===== src/rtl/cpu_pkg.sv =====
// Shared CPU definitions: next-PC select encodings, fetch FSM states, reset PC.
package cpu_pkg;

  localparam int unsigned XLEN = 32;

  localparam logic [1:0] PCSEL_SEQ = 2'd0;
  localparam logic [1:0] PCSEL_REG = 2'd1;
  localparam logic [1:0] PCSEL_BR  = 2'd2;
  localparam logic [1:0] PCSEL_JMP = 2'd3;

  localparam logic [XLEN-1:0] RESET_PC_DEFAULT = 32'h0000_0000;

  typedef enum logic {
    FETCH = 1'b0,
    ISSUE = 1'b1
  } fetch_state_e;

endpackage


===== src/rtl/next_pc_calc.sv =====
// Combinational next-PC selection: sequential, register, branch or jump target.
module next_pc_calc
  import cpu_pkg::*;
(
  input  logic [XLEN-1:0] pc,
  input  logic [XLEN-1:0] ir,
  input  logic [1:0]      sel,
  input  logic            bc,
  input  logic [XLEN-1:0] rs_val,
  output logic [XLEN-1:0] next_pc,
  output logic            misalign_raw
);

  logic [XLEN-1:0] pc4;
  logic [XLEN-1:0] br_off;

  always_comb begin
    pc4          = pc + 32'd4;
    br_off       = {{14{ir[15]}}, ir[15:0], 2'b00};
    next_pc      = pc4;
    misalign_raw = 1'b0;
    case (sel)
      PCSEL_SEQ: next_pc = pc4;
      PCSEL_REG: begin
        next_pc      = {rs_val[31:2], 2'b00};
        misalign_raw = |rs_val[1:0];
      end
      PCSEL_BR:  next_pc = bc ? (pc4 + br_off) : pc4;
      PCSEL_JMP: next_pc = {pc4[31:28], ir[25:0], 2'b00};
      default:   next_pc = pc4;
    endcase
  end

endmodule


===== src/rtl/instruction_fetch.sv =====
// Multi-cycle fetch stage: owns PC and IR, fetches over req/ack, commits next PC
// when execute reports completion.
module instruction_fetch
  import cpu_pkg::*;
#(
  parameter logic [31:0] RESET_PC = RESET_PC_DEFAULT,
  parameter int unsigned CNT_W    = 32
) (
  input  logic             clk,
  input  logic             reset,
  output logic             imem_req,
  output logic [31:0]      imem_addr,
  input  logic             imem_ack,
  input  logic [31:0]      imem_rdata,
  input  logic             halt,
  output logic [31:0]      Instruction,
  output logic             instr_valid,
  input  logic             exec_done,
  input  logic [1:0]       PC_MUX_SEL,
  input  logic             bc,
  input  logic [31:0]      rs_val,
  output logic [31:0]      pc_out,
  output logic [31:0]      link_addr,
  output logic             misalign,
  output logic [CNT_W-1:0] retired
);

  fetch_state_e     state_q, state_d;
  logic [31:0]      pc_q, pc_d;
  logic [31:0]      ir_q, ir_d;
  logic [CNT_W-1:0] retired_q, retired_d;
  logic             misalign_q, misalign_d;
  logic [31:0]      next_pc;
  logic             misalign_raw;

  next_pc_calc u_next_pc_calc (
    .pc           (pc_q),
    .ir           (ir_q),
    .sel          (PC_MUX_SEL),
    .bc           (bc),
    .rs_val       (rs_val),
    .next_pc      (next_pc),
    .misalign_raw (misalign_raw)
  );

  // State and datapath registers
  always_ff @(posedge clk) begin
    if (reset) begin
      state_q    <= FETCH;
      pc_q       <= RESET_PC;
      ir_q       <= '0;
      retired_q  <= '0;
      misalign_q <= 1'b0;
    end else begin
      state_q    <= state_d;
      pc_q       <= pc_d;
      ir_q       <= ir_d;
      retired_q  <= retired_d;
      misalign_q <= misalign_d;
    end
  end

  // Next-state and request logic; request drops immediately under halt or reset
  always_comb begin
    state_d    = state_q;
    pc_d       = pc_q;
    ir_d       = ir_q;
    retired_d  = retired_q;
    misalign_d = 1'b0;
    imem_req   = 1'b0;
    case (state_q)
      FETCH: begin
        imem_req = !halt && !reset;
        if (!halt && imem_ack) begin
          ir_d    = imem_rdata;
          state_d = ISSUE;
        end
      end
      ISSUE: begin
        if (exec_done) begin
          pc_d       = next_pc;
          retired_d  = retired_q + CNT_W'(1);
          misalign_d = misalign_raw;
          state_d    = FETCH;
        end
      end
      default: state_d = FETCH;
    endcase
  end

  assign imem_addr   = pc_q;
  assign pc_out      = pc_q;
  assign link_addr   = pc_q + 32'd4;
  assign Instruction = ir_q;
  assign instr_valid = (state_q == ISSUE);
  assign misalign    = misalign_q;
  assign retired     = retired_q;

endmodule


===== config.mk =====
export PLATFORM = sky130hd
export DESIGN_NAME = instruction_fetch
export DESIGN_NICKNAME = d
export VERILOG_FILES = /design/src/rtl/cpu_pkg.sv /design/src/rtl/next_pc_calc.sv /design/src/rtl/instruction_fetch.sv
export SDC_FILE = /design/constraint.sdc
export NUM_CORES = 1
export LEC_CHECK = 0
export CAP_MARGIN = 20
export CORE_MARGIN = 3
export CORE_UTILIZATION = 25
export CTS_BUF_LIST = sky130_fd_sc_hd__clkbuf_16
export DETAILED_ROUTE_END_ITERATION = 7
export GPL_ROUTABILITY_DRIVEN = 0
export PLACE_DENSITY = 0.6
export SYNTH_ARGS = -nofsm -noshare
export SYNTH_HDL_FRONTEND = slang
export SYNTH_SLANG_ARGS = --single-unit

===== constraint.sdc =====
create_clock -name clk -period 3.6 [get_ports clk]
set_input_delay 0.54 -clock clk [delete_from_list [all_inputs] [get_ports clk]]
set_output_delay 0.54 -clock clk [all_outputs]
set_load 0.05 [all_outputs]

==> flow_summary.toml, run 1 <==
[run_status]
outcome = "complete, no violations"

[critical_path]
cp.arrival_ps = 2930
timing.rr.start = "imem_addr[2]"
required_ps = 3060
critPathLaunchType = "flop"
worst_r2r_path_depth = 14
crit_type = "reg2out"
critical_path_peak_fanout = 5
reg2reg_setup_slack_ps = 150
worst_flop_to_flop_path_endpoint = "imem_addr[30]"
worst_setup_path_end_kind = "output port"
crit_path_start = "imem_addr[13]"

[timing]
max_freq_mhz = 288
max_slew.worst_pin.slew_ps = 799
rsz0062_at_grt = "true"
final_period_minus_worst_setup_slack_ps = 3470
final-setup-viol-count = 0
final-hold-violation-count = 0
slew_viols_final = 0
fin_worst_hold_slack_ps = 457
final_min_period_over_clock_period_pct = 96.4
finClkSkew_ps = 16.1
timing.slew.headroom_pct = 46.3

[finish]
nNetsFinal = 1222
insertedDiodeCount = 0
multiInputGateArea_um2 = 4930
post-route-cell-area_um2 = 10400
layout.area.seq_um2 = 1970
fin_cells = 1460
fillCellCount = 2788
layout-drive-gt1-share_pct = 15.4
areaGrowthSynthToFinish_pct = 50.8

[clock_tree]
holdBufCountCts = 0
ctsRootBufferMaster = "sky130_fd_sc_hd__clkbuf_16"
insertion_delay_ps = 370
postCtsSetupBuffers = 0
cts.sinks = 96
clock_path_buffers = 2
tritoncts = "done"
clock_tree.htree_level_count = 3
worst_setup_hold_path_clk_slew_ps = 80
number_of_buffers_added_by_the_clock_tree_synthesis_step = 9

[synthesis]
post_synth_instance_area_um2 = 6900
async_flop_share_pct = 0
syn_avg_cell_area_um2 = 7.71
synthCells = 895
seq_area_frac_synth_pct = 27.8
synth_cell_types = 73
synth_ff_type = "sky130_fd_sc_hd__dfxtp_1"
ys_ff_latch = 96
synth.yosys.warnings = 0
synth-edff-count = 0

[worst_hold_path]
min_path_type = "reg2reg"
worst_hold_path.endpoint = "Instruction[30]"
holdPathStages = 2
hold_path.startpoint = "Instruction[30]"

[die]
dieArea_um2 = 29600
die_outline_width_um = 172
initial_utilization_pct = 25.5
chipHeight_um = 172
io_pins = 235
placeableCoreArea_um2 = 27000
rows = 60

[route]
drcViolationCount = 0
detail_route.iter0.violations = 401
route.detailed.vias_per_inst = 4.96
drt_wl_total_um = 26700
vias = 7242
routed_wire_length_per_instance_um = 18.3
first_pass_iters = 5
postRouteAntennaNets = 0

[global_route]
grt_antenna_before_repair = 0
first_global_vias = 7062
global_route_wire_length_before_repair_um = 40400
grt_max_degree = 59
grt_overflow = 0
groute.usage.overall_pct = 17.6

[place]
place_area_um2 = 9960
dp_cells = 1444
port_buffers = 228
place.detailed.hpwl_um = 20800

[pwr]
power_frac_clock_pct = 34.9
internal_power_mw = 1.90
p_comb_share_pct = 27.0
seqPwrFrac_pct = 38.1
power.ir.vdd_worst_uv = 204
switching_power_total_mw = 1.07
power.density_cell_area_nw_per_um2 = 285
power_mw = 2.96
power_switching_share_pct = 36.0
total_leakage_power_nw = 4.04

[job]
max_cap_violations = 0
==> layout make-up <==
| type | instances | area share (%) |
|---|---|---|
| inverters | 17 | 0.613 |
| repair buffers | 285 | 26.0 |
| clock inverters | 7 | 0.902 |
| flip-flops and latches | 96 | 18.9 |
| multi-input cells | 705 | 47.3 |
| well taps | 341 | 4.10 |
| clock buffers | 9 | 2.16 |
==> layout by cell type, fill, tap and decap left out, types with 10 or more instances in the layout <==
cell | synthesis | final
sky130_fd_sc_hd__clkdlybuf4s50_1 | 0 | 218
sky130_fd_sc_hd__nand2_1 | 125 | 125
sky130_fd_sc_hd__nor2_1 | 86 | 84
sky130_fd_sc_hd__a21oi_1 | 86 | 83
sky130_fd_sc_hd__dfxtp_1 | 96 | 78
sky130_fd_sc_hd__buf_4 | 38 | 63
sky130_fd_sc_hd__o21ai_0 | 42 | 41
sky130_fd_sc_hd__ha_1 | 35 | 30
sky130_fd_sc_hd__xor2_1 | 33 | 27
sky130_fd_sc_hd__xnor2_1 | 41 | 24
sky130_fd_sc_hd__nor3_1 | 25 | 23
sky130_fd_sc_hd__mux2i_1 | 22 | 22
sky130_fd_sc_hd__nand3_1 | 24 | 21
sky130_fd_sc_hd__inv_1 | 16 | 16
sky130_fd_sc_hd__a221oi_1 | 16 | 15
sky130_fd_sc_hd__nand4_1 | 12 | 12
sky130_fd_sc_hd__and3_1 | 13 | 11
sky130_fd_sc_hd__xnor2_2 | 2 | 11
sky130_fd_sc_hd__or3_1 | 11 | 10
sky130_fd_sc_hd__a21o_1 | 10 | 10
sky130_fd_sc_hd__a211oi_1 | 10 | 10
sky130_fd_sc_hd__dfxtp_4 | 0 | 10
==> per-layer routing <==
metal	part of all wire, %	vias up	wire length, um	track usage, %
met5	0	-	0	0
met4	1.6	0	422	4.58
met3	6.6	26	1760	4.32
met2	47	208	12500	28.7
met1	45	3427	12000	23.3
li1	-	3581	-	-
==> state kept, by name, indices dropped and copies added, names as in the netlist <==
signal / count
instr_valid: 1
retired: 32
misalign: 1
Instruction: 32
imem_addr: 30
==> how the worst max path moves through the flow <==
stage                    endpoint  slack [ps]  cells after the start
floorplan           imem_addr[30]         -30                     15
global placement    imem_addr[27]         120                     14
detailed placement  imem_addr[24]         -20                     14
CTS                 imem_addr[30]           2                     15
global route        imem_addr[30]         -50                     15
finish              link_addr[21]         130                      7
==> power groups by stage <==
| stage | Clock (mW) | Sequential [mW] | Combinational, mW |
|---|---|---|---|
| floorplan | 0 | 1.26 | 0.387 |
| global placement | 0 | 1.15 | 0.796 |
| detailed placement | 0 | 1.15 | 0.798 |
| CTS | 1.07 | 1.13 | 0.801 |
| global route | 1.10 | 1.13 | 0.855 |
| finish | 1.03 | 1.13 | 0.800 |
==> worst max-delay path, stage by stage (launching register included) <==
cell,delay (ps)
sky130_fd_sc_hd__dfxtp_4,410
sky130_fd_sc_hd__nand4_2,150
sky130_fd_sc_hd__nor4_4,320
sky130_fd_sc_hd__and2_1,260
sky130_fd_sc_hd__nand3_1,210
sky130_fd_sc_hd__xnor2_4,250
sky130_fd_sc_hd__buf_4,150
sky130_fd_sc_hd__clkdlybuf4s50_1,800
==> per-stage QoR <==
stage	TNS, ps	util, %	worst slack [ps]
global route	-45.3	38.5	-45.3
detailed placement	-15.8	36.9	-15.8
global placement	0	36.9	117
finish	0	38.5	130
floorplan	-42.5	-	-34.1
CTS	0	38.1	2.07
==> cells by family (layout without fill, tap and decap cells) <==
kind of cell / count (synthesis) / count (layout) / synth area share, %
compound gates: 222 / 222 / 20.2
other cells: 1 / 6 / 0.0543
xor+xnor: 76 / 76 / 9.86
flops: 96 / 96 / 27.8
simple gates: 342 / 342 / 24.3
mux: 23 / 23 / 3.35
buf+inv: 99 / 318 / 7.78
fa+ha+maj: 36 / 36 / 6.64
==> cell usage after synthesis (3+ instances only) <==
cell / number / area share [%]
sky130_fd_sc_hd__xnor2_1: 41 / 5.2
sky130_fd_sc_hd__clkbuf_1: 32 / 1.7
sky130_fd_sc_hd__mux2i_1: 22 / 3.2
sky130_fd_sc_hd__o21a_1: 3 / 0.33
sky130_fd_sc_hd__dfxtp_1: 96 / 28
sky130_fd_sc_hd__and3_1: 13 / 1.2
sky130_fd_sc_hd__nor2_1: 86 / 4.7
sky130_fd_sc_hd__o211ai_1: 5 / 0.54
sky130_fd_sc_hd__a21o_1: 10 / 1.1
sky130_fd_sc_hd__a21oi_1: 86 / 6.2
sky130_fd_sc_hd__nand2b_1: 3 / 0.27
sky130_fd_sc_hd__a31oi_1: 5 / 0.45
sky130_fd_sc_hd__nor3_1: 25 / 1.8
sky130_fd_sc_hd__a211oi_1: 10 / 1.1
sky130_fd_sc_hd__and4_1: 6 / 0.76
sky130_fd_sc_hd__nand4_4: 3 / 0.92
sky130_fd_sc_hd__or3_1: 11 / 1.0
sky130_fd_sc_hd__o21bai_1: 5 / 0.54
sky130_fd_sc_hd__and2_1: 6 / 0.54
sky130_fd_sc_hd__a221oi_1: 16 / 2.0
sky130_fd_sc_hd__nand4_1: 12 / 1.1
sky130_fd_sc_hd__ha_1: 35 / 6.3
sky130_fd_sc_hd__o21ai_0: 42 / 3.0
sky130_fd_sc_hd__buf_4: 38 / 4.1
sky130_fd_sc_hd__nand2_1: 125 / 6.8
sky130_fd_sc_hd__a211o_1: 3 / 0.38
sky130_fd_sc_hd__buf_1: 8 / 0.44
sky130_fd_sc_hd__xor2_1: 33 / 4.2
sky130_fd_sc_hd__nor2_4: 3 / 0.49
sky130_fd_sc_hd__nand3_1: 24 / 1.7
sky130_fd_sc_hd__o21ai_1: 9 / 0.65
sky130_fd_sc_hd__nor4_1: 3 / 0.27
sky130_fd_sc_hd__inv_1: 16 / 0.87
sky130_fd_sc_hd__nor2b_1: 7 / 0.63
sky130_fd_sc_hd__a311oi_1: 5 / 0.63
==> what timing repair did <==
item                       4_1_cts  5_1_grt
pin swaps                        1        5
gates resized for setup          2       25
setup endpoints to repair        4       16
(Power assumes the default switching activity.)
==> inputs of run 2 (changes only) <==
Settings changed: CORE_MARGIN 3 to default.
==> run 2 against run 1 <==
Cell count is 0.41% higher. Die area is 4.6% lower. Sequential cell count unchanged. Global-route usage rose by 0.90 points. Via count down 0.15%. Count of clock-buffer cells in the layout did not move. Highest routed layer unchanged. Routed wire length fell by 1.0%. Clock skew fell by 5.8 ps. Non-clock buffer count up 6. Clock power barely moved. Combinational power barely moved.
==> flow_summary.toml, run 2 (synthesis gave the netlist of run 1 again) <==
[finish]
mostFrequentLayoutCells = "sky130_fd_sc_hd__clkdlybuf4s50_1, sky130_fd_sc_hd__nand2_1, sky130_fd_sc_hd__nor2_1, sky130_fd_sc_hd__a21oi_1, sky130_fd_sc_hd__dfxtp_1"
insertedDiodeCount = 0
most_frequent_standard_cell_in_the_layout_excluding_fill_and_tap_cells = "sky130_fd_sc_hd__clkdlybuf4s50_1"
nNetsFinal = 1228
post-route-cell-area_um2 = 10400
fin_cells = 1466
final_core_util_pct = 38.6
areaGrowthSynthToFinish_pct = 51.3
layout-drive-gt1-share_pct = 16.1

[pwr]
total_leakage_power_nw = 4.08
power.density_cell_area_nw_per_um2 = 284
power.ir.vdd_worst_uv = 190

[die]
placeableCoreArea_um2 = 27000
chipHeight_um = 168
die_outline_width_um = 168
io_pins = 235
rows = 60
dieArea_um2 = 28300
initial_utilization_pct = 25.5

[route]
drcViolationCount = 0
route.detailed.vias_per_inst = 4.93
first_pass_iters = 5
vias = 7231
postRouteAntennaNets = 0
routed_wire_length_per_instance_um = 18.0
drt_wl_total_um = 26400
detail_route.iter0.violations = 365

[timing]
final_min_period_over_clock_period_pct = 95.2
final-setup-viol-count = 0
max_slew.worst_pin.slew_ps = 874
slew_viols_final = 0
final-hold-violation-count = 0
rsz0062_at_grt = "true"
finClkSkew_ps = 10.3
fin_worst_hold_slack_ps = 462
max_freq_mhz = 292
timing.slew.headroom_pct = 41.3
final_period_minus_worst_setup_slack_ps = 3430
postLayoutSetupSlackWorst_ps = 172

[global_route]
grt_max_degree = 55
grt_antenna_before_repair = 0
global_route_wire_length_before_repair_um = 40500
groute.usage.overall_pct = 18.5
grt_overflow = 0
first_global_vias = 6918

[critical_path]
cp.arrival_ps = 3720
critical_path_peak_fanout = 8
timing.rr.start = "imem_addr[2]"
worst_r2r_path_depth = 17
worst_setup_path_end_kind = "flop"
critPathLaunchType = "flop"
crit_type = "reg2reg"
crit_path_start = "imem_addr[2]"
required_ps = 3890

[worst_hold_path]
holdPathStages = 2
hold_path.startpoint = "Instruction[31]"
min_path_type = "reg2reg"

[clock_tree]
cts.sinks = 96
ctsRootBufferMaster = "sky130_fd_sc_hd__clkbuf_16"
insertion_delay_ps = 370
worst_setup_hold_path_clk_slew_ps = 80
tritoncts = "done"
holdBufCountCts = 0
number_of_buffers_added_by_the_clock_tree_synthesis_step = 9
clock_path_buffers = 2
clock_tree.htree_level_count = 3

[place]
dp_cells = 1447
place_ws_ps = -20.2
place_area_um2 = 9970
place.detailed.hpwl_um = 20300
port_buffers = 228

[job]
max_cap_violations = 0

[run_status]
outcome = "complete, no violations"
[run 2: cell types whose count changed in the layout (fill, tap and decap cells not counted), moves of 2 or more]
| cell | previous run | this run |
|---|---|---|
| sky130_fd_sc_hd__nor2_1 | 84 | 82 |
| sky130_fd_sc_hd__nand3_2 | 3 | 5 |
| sky130_fd_sc_hd__buf_4 | 63 | 70 |
| sky130_fd_sc_hd__o21ai_1 | 9 | 11 |
| sky130_fd_sc_hd__nor2_2 | 2 | 4 |
[run 2: timing repair]
item | 4_1_cts | 5_1_grt
setup endpoints to repair | 4 | 16
gates resized for setup | 2 | 29
pin swaps | 1 | 7
buffers inserted | 0 | 3
[run 2: through the flow]
stage | setup TNS, ps | power (mW)
6_report | 0 | 2.97
5_1_grt | -125 | 3.10
3_3_place_gp | -17.3 | 1.95
2_1_floorplan | -42.5 | 1.65
3_5_place_dp | -24.2 | 1.95
4_1_cts | 0 | 3.00
[run 2: critical path: stages, from the launching register on]
cell,delay [ps]
sky130_fd_sc_hd__dfxtp_4,400
sky130_fd_sc_hd__ha_4,150
sky130_fd_sc_hd__nand3_2,150
sky130_fd_sc_hd__nor3_2,220
sky130_fd_sc_hd__buf_4,160
sky130_fd_sc_hd__nand4_1,190
sky130_fd_sc_hd__xnor2_4,200
sky130_fd_sc_hd__ha_1,340
sky130_fd_sc_hd__buf_4,180
sky130_fd_sc_hd__nand2_1,50
sky130_fd_sc_hd__o21ai_1,90
sky130_fd_sc_hd__a211oi_1,240
sky130_fd_sc_hd__o21ai_0,110
sky130_fd_sc_hd__a41o_1,280
sky130_fd_sc_hd__buf_4,160
sky130_fd_sc_hd__xor2_1,160
sky130_fd_sc_hd__nand2_1,80
sky130_fd_sc_hd__a31oi_1,170
[run 2: final timing paths]
path | end | slack (ps)
max | imem_addr[23] | 170
min | Instruction[31] | 460
min reg2reg | Instruction[31] | 460
max reg2reg | imem_addr[23] | 170
[run 2: cell type report]
class                   instances  area, um2
repair buffers                291       2740
inverters                      17       63.8
clock inverters                 7       93.8
multi-input cells             705       4930
clock buffers                   9        225
flip-flops and latches         96       1970
well taps                     341        427
fillers                      2780      16600
[run 2: power by group]
part	internal, mW	leakage, nW	total, mW	switching [mW]
logic	0.303	3.13	0.800	0.497
registers	1.09	0.790	1.13	0.0404
clock network	0.504	0.154	1.04	0.532
total	1.90	4.08	2.97	1.07
[run 2: metal layers]
| layer | GRT usage (%) | vias up | share of wire, % |
|---|---|---|---|
| met2 | 30.3 | 214 | 47 |
| met3 | 5.08 | 28 | 6.9 |
| met1 | 23.8 | 3412 | 45 |
| li1 | - | 3577 | - |
| met5 | 0 | - | 0 |
| met4 | 4.66 | 0 | 1.7 |
==> inputs of run 3 (changes only) <==
Settings changed: SETUP_SLACK_MARGIN from default to 0.1.
==> run 3 against run 2 <==
Design area up 1.3%. Sequential share of layout area down 0.14 points. Hold slack worse by 2.3 ps. Sequential power about the same. Count of clock-buffer cells in the layout up 1. Via count about the same. Cell count down 0.41%. Combinational power about the same. Global-route usage down 0.67 points. Critical path type is now reg2out.
==> flow_summary.toml, run 3 (synthesis gave the netlist of run 1 again) <==
[critical_path]
worst_setup_path_end_kind = "output port"
worst_r2r_path_depth = 14
cell_at_the_slowest_stage_of_the_critical_path = "sky130_fd_sc_hd__clkdlybuf4s50_1"
cp.arrival_ps = 2840
path_common_cell = "sky130_fd_sc_hd__buf_4"
critPathLaunchType = "flop"
crit_chain = "nand3_1 -> nor4_4 -> buf_4 -> and3_1 -> buf_12 -> xor2_4 -> buf_4 -> clkdlybuf4s50_1"
critical_path_peak_fanout = 7
required_ps = 3060
timing.critical_path.slowest_cell_delay_ps = 800
crit_type = "reg2out"

[finish]
final_core_util_pct = 39.1
layout-drive-gt1-share_pct = 16.7
nNetsFinal = 1223
mostFrequentLayoutCells = "sky130_fd_sc_hd__clkdlybuf4s50_1, sky130_fd_sc_hd__nand2_1, sky130_fd_sc_hd__nor2_1, sky130_fd_sc_hd__a21oi_1, sky130_fd_sc_hd__dfxtp_1"
insertedDiodeCount = 0
fin_cells = 1460
areaGrowthSynthToFinish_pct = 53.2
most_frequent_standard_cell_in_the_layout_excluding_fill_and_tap_cells = "sky130_fd_sc_hd__clkdlybuf4s50_1"
fillCellCount = 2757
post-route-cell-area_um2 = 10600

[route]
postRouteAntennaNets = 0
drcViolationCount = 0
detail_route.iter0.violations = 279
drt_wl_total_um = 25600
routed_wire_length_per_instance_um = 17.5
vias = 7230
route.detailed.vias_per_inst = 4.95
first_pass_iters = 4

[job]
max_cap_violations = 0

[die]
chipHeight_um = 168
dieArea_um2 = 28300
io_pins = 235
die_outline_width_um = 168
initial_utilization_pct = 25.5
rows = 60
placeableCoreArea_um2 = 27000

[timing]
setup_total_negative_slack_ps = 0
timing.slew.headroom_pct = 45.7
postLayoutSetupSlackWorst_ps = 224
final_period_minus_worst_setup_slack_ps = 3380
max_slew.worst_pin.slew_ps = 808
max_freq_mhz = 296
rsz0062_at_grt = "true"
final-hold-violation-count = 0
final-setup-viol-count = 0
slew_viols_final = 0
fin_worst_hold_slack_ps = 459
finClkSkew_ps = 11.8
final_min_period_over_clock_period_pct = 93.8

[run_status]
outcome = "complete, no violations"

[global_route]
grt_antenna_before_repair = 1
grt_max_degree = 60
first_global_vias = 7004
groute.usage.overall_pct = 17.8
grt_overflow = 0
global_route_wire_length_before_repair_um = 39200

[pwr]
power.density_cell_area_nw_per_um2 = 289
power_mw = 3.05
total_leakage_power_nw = 4.07
power.ir.vdd_worst_uv = 193

[place]
port_buffers = 228
place.detailed.hpwl_um = 19500
dp_cells = 1437
place_area_um2 = 9990
place_ws_ps = 63.3

[clock_tree]
ctsRootBufferMaster = "sky130_fd_sc_hd__clkbuf_16"
tritoncts = "done"
clock_path_buffers = 2
clock_tree.htree_level_count = 3
worst_setup_hold_path_clk_slew_ps = 80
cts.sinks = 96
holdBufCountCts = 0
number_of_buffers_added_by_the_clock_tree_synthesis_step = 9
insertion_delay_ps = 360

[worst_hold_path]
holdPathStages = 2
min_path_type = "reg2reg"
## run 3: changes by cell type in the layout (fill, tap and decap cells not counted), sizes merged
| cell | change |
|---|---|
| buf | -4 |
| bufinv | +2 |
| clkinv | -2 |
| dlymetal6s2s | -2 |
| inv | -2 |
| clkbuf | +1 |
| dlygate4sd2 | +1 |
## run 3: area by class of cell
| class | count | area, um2 | area share (%) |
|---|---|---|---|
| Timing Repair Buffer | 286 | 2700 | 25.6 |
| Sequential cell | 96 | 1980 | 18.7 |
| Inverter | 17 | 63.8 | 0.603 |
| Multi-Input combinational cell | 705 | 5060 | 47.9 |
| Clock buffer | 10 | 250 | 2.37 |
| Tap cell | 341 | 427 | 4.04 |
| Clock inverter | 5 | 86.3 | 0.816 |
## run 3: repair_timing
| item | 4_1_cts | 5_1_grt |
|---|---|---|
| endpoints found under the setup margin | 5 | 16 |
| setup buffers | 0 | 8 |
| resized for setup | 2 | 37 |
| pin swaps | 0 | 19 |
## run 3: final timing paths
path | slack (ps) | from | endpoint
worst max-delay path | 220 | imem_addr[18] | link_addr[23]
worst min-delay path | 460 | Instruction[28] | Instruction[28]
worst max register to register | 250 | imem_addr[3] | imem_addr[30]
worst min register to register | 460 | Instruction[28] | Instruction[28]
## run 3: where the power goes
group | switching [mW] | internal (mW) | total [mW] | leakage, nW
registers | 0.0411 | 1.09 | 1.13 | 0.791
logic | 0.495 | 0.304 | 0.799 | 3.11
clock network | 0.471 | 0.654 | 1.13 | 0.164
## run 3: metal layers
| metal | up-vias | routed length (um) | track usage (%) |
|---|---|---|---|
| met5 | - | 11 | 0 |
| met4 | 2 | 377 | 4.51 |
| met3 | 23 | 1980 | 5.43 |
| met2 | 214 | 11900 | 29.4 |
| met1 | 3423 | 11300 | 22.4 |
| li1 | 3568 | - | - |
## run 3: worst max-delay path: cells and delay by family, from the launching register on
kind / cells / cell delay, ps
DFF: 1 / 410
xor gates and xnor gates: 1 / 170
buffers and inverters: 4 / 1280
and+or+nand+nor: 3 / 630
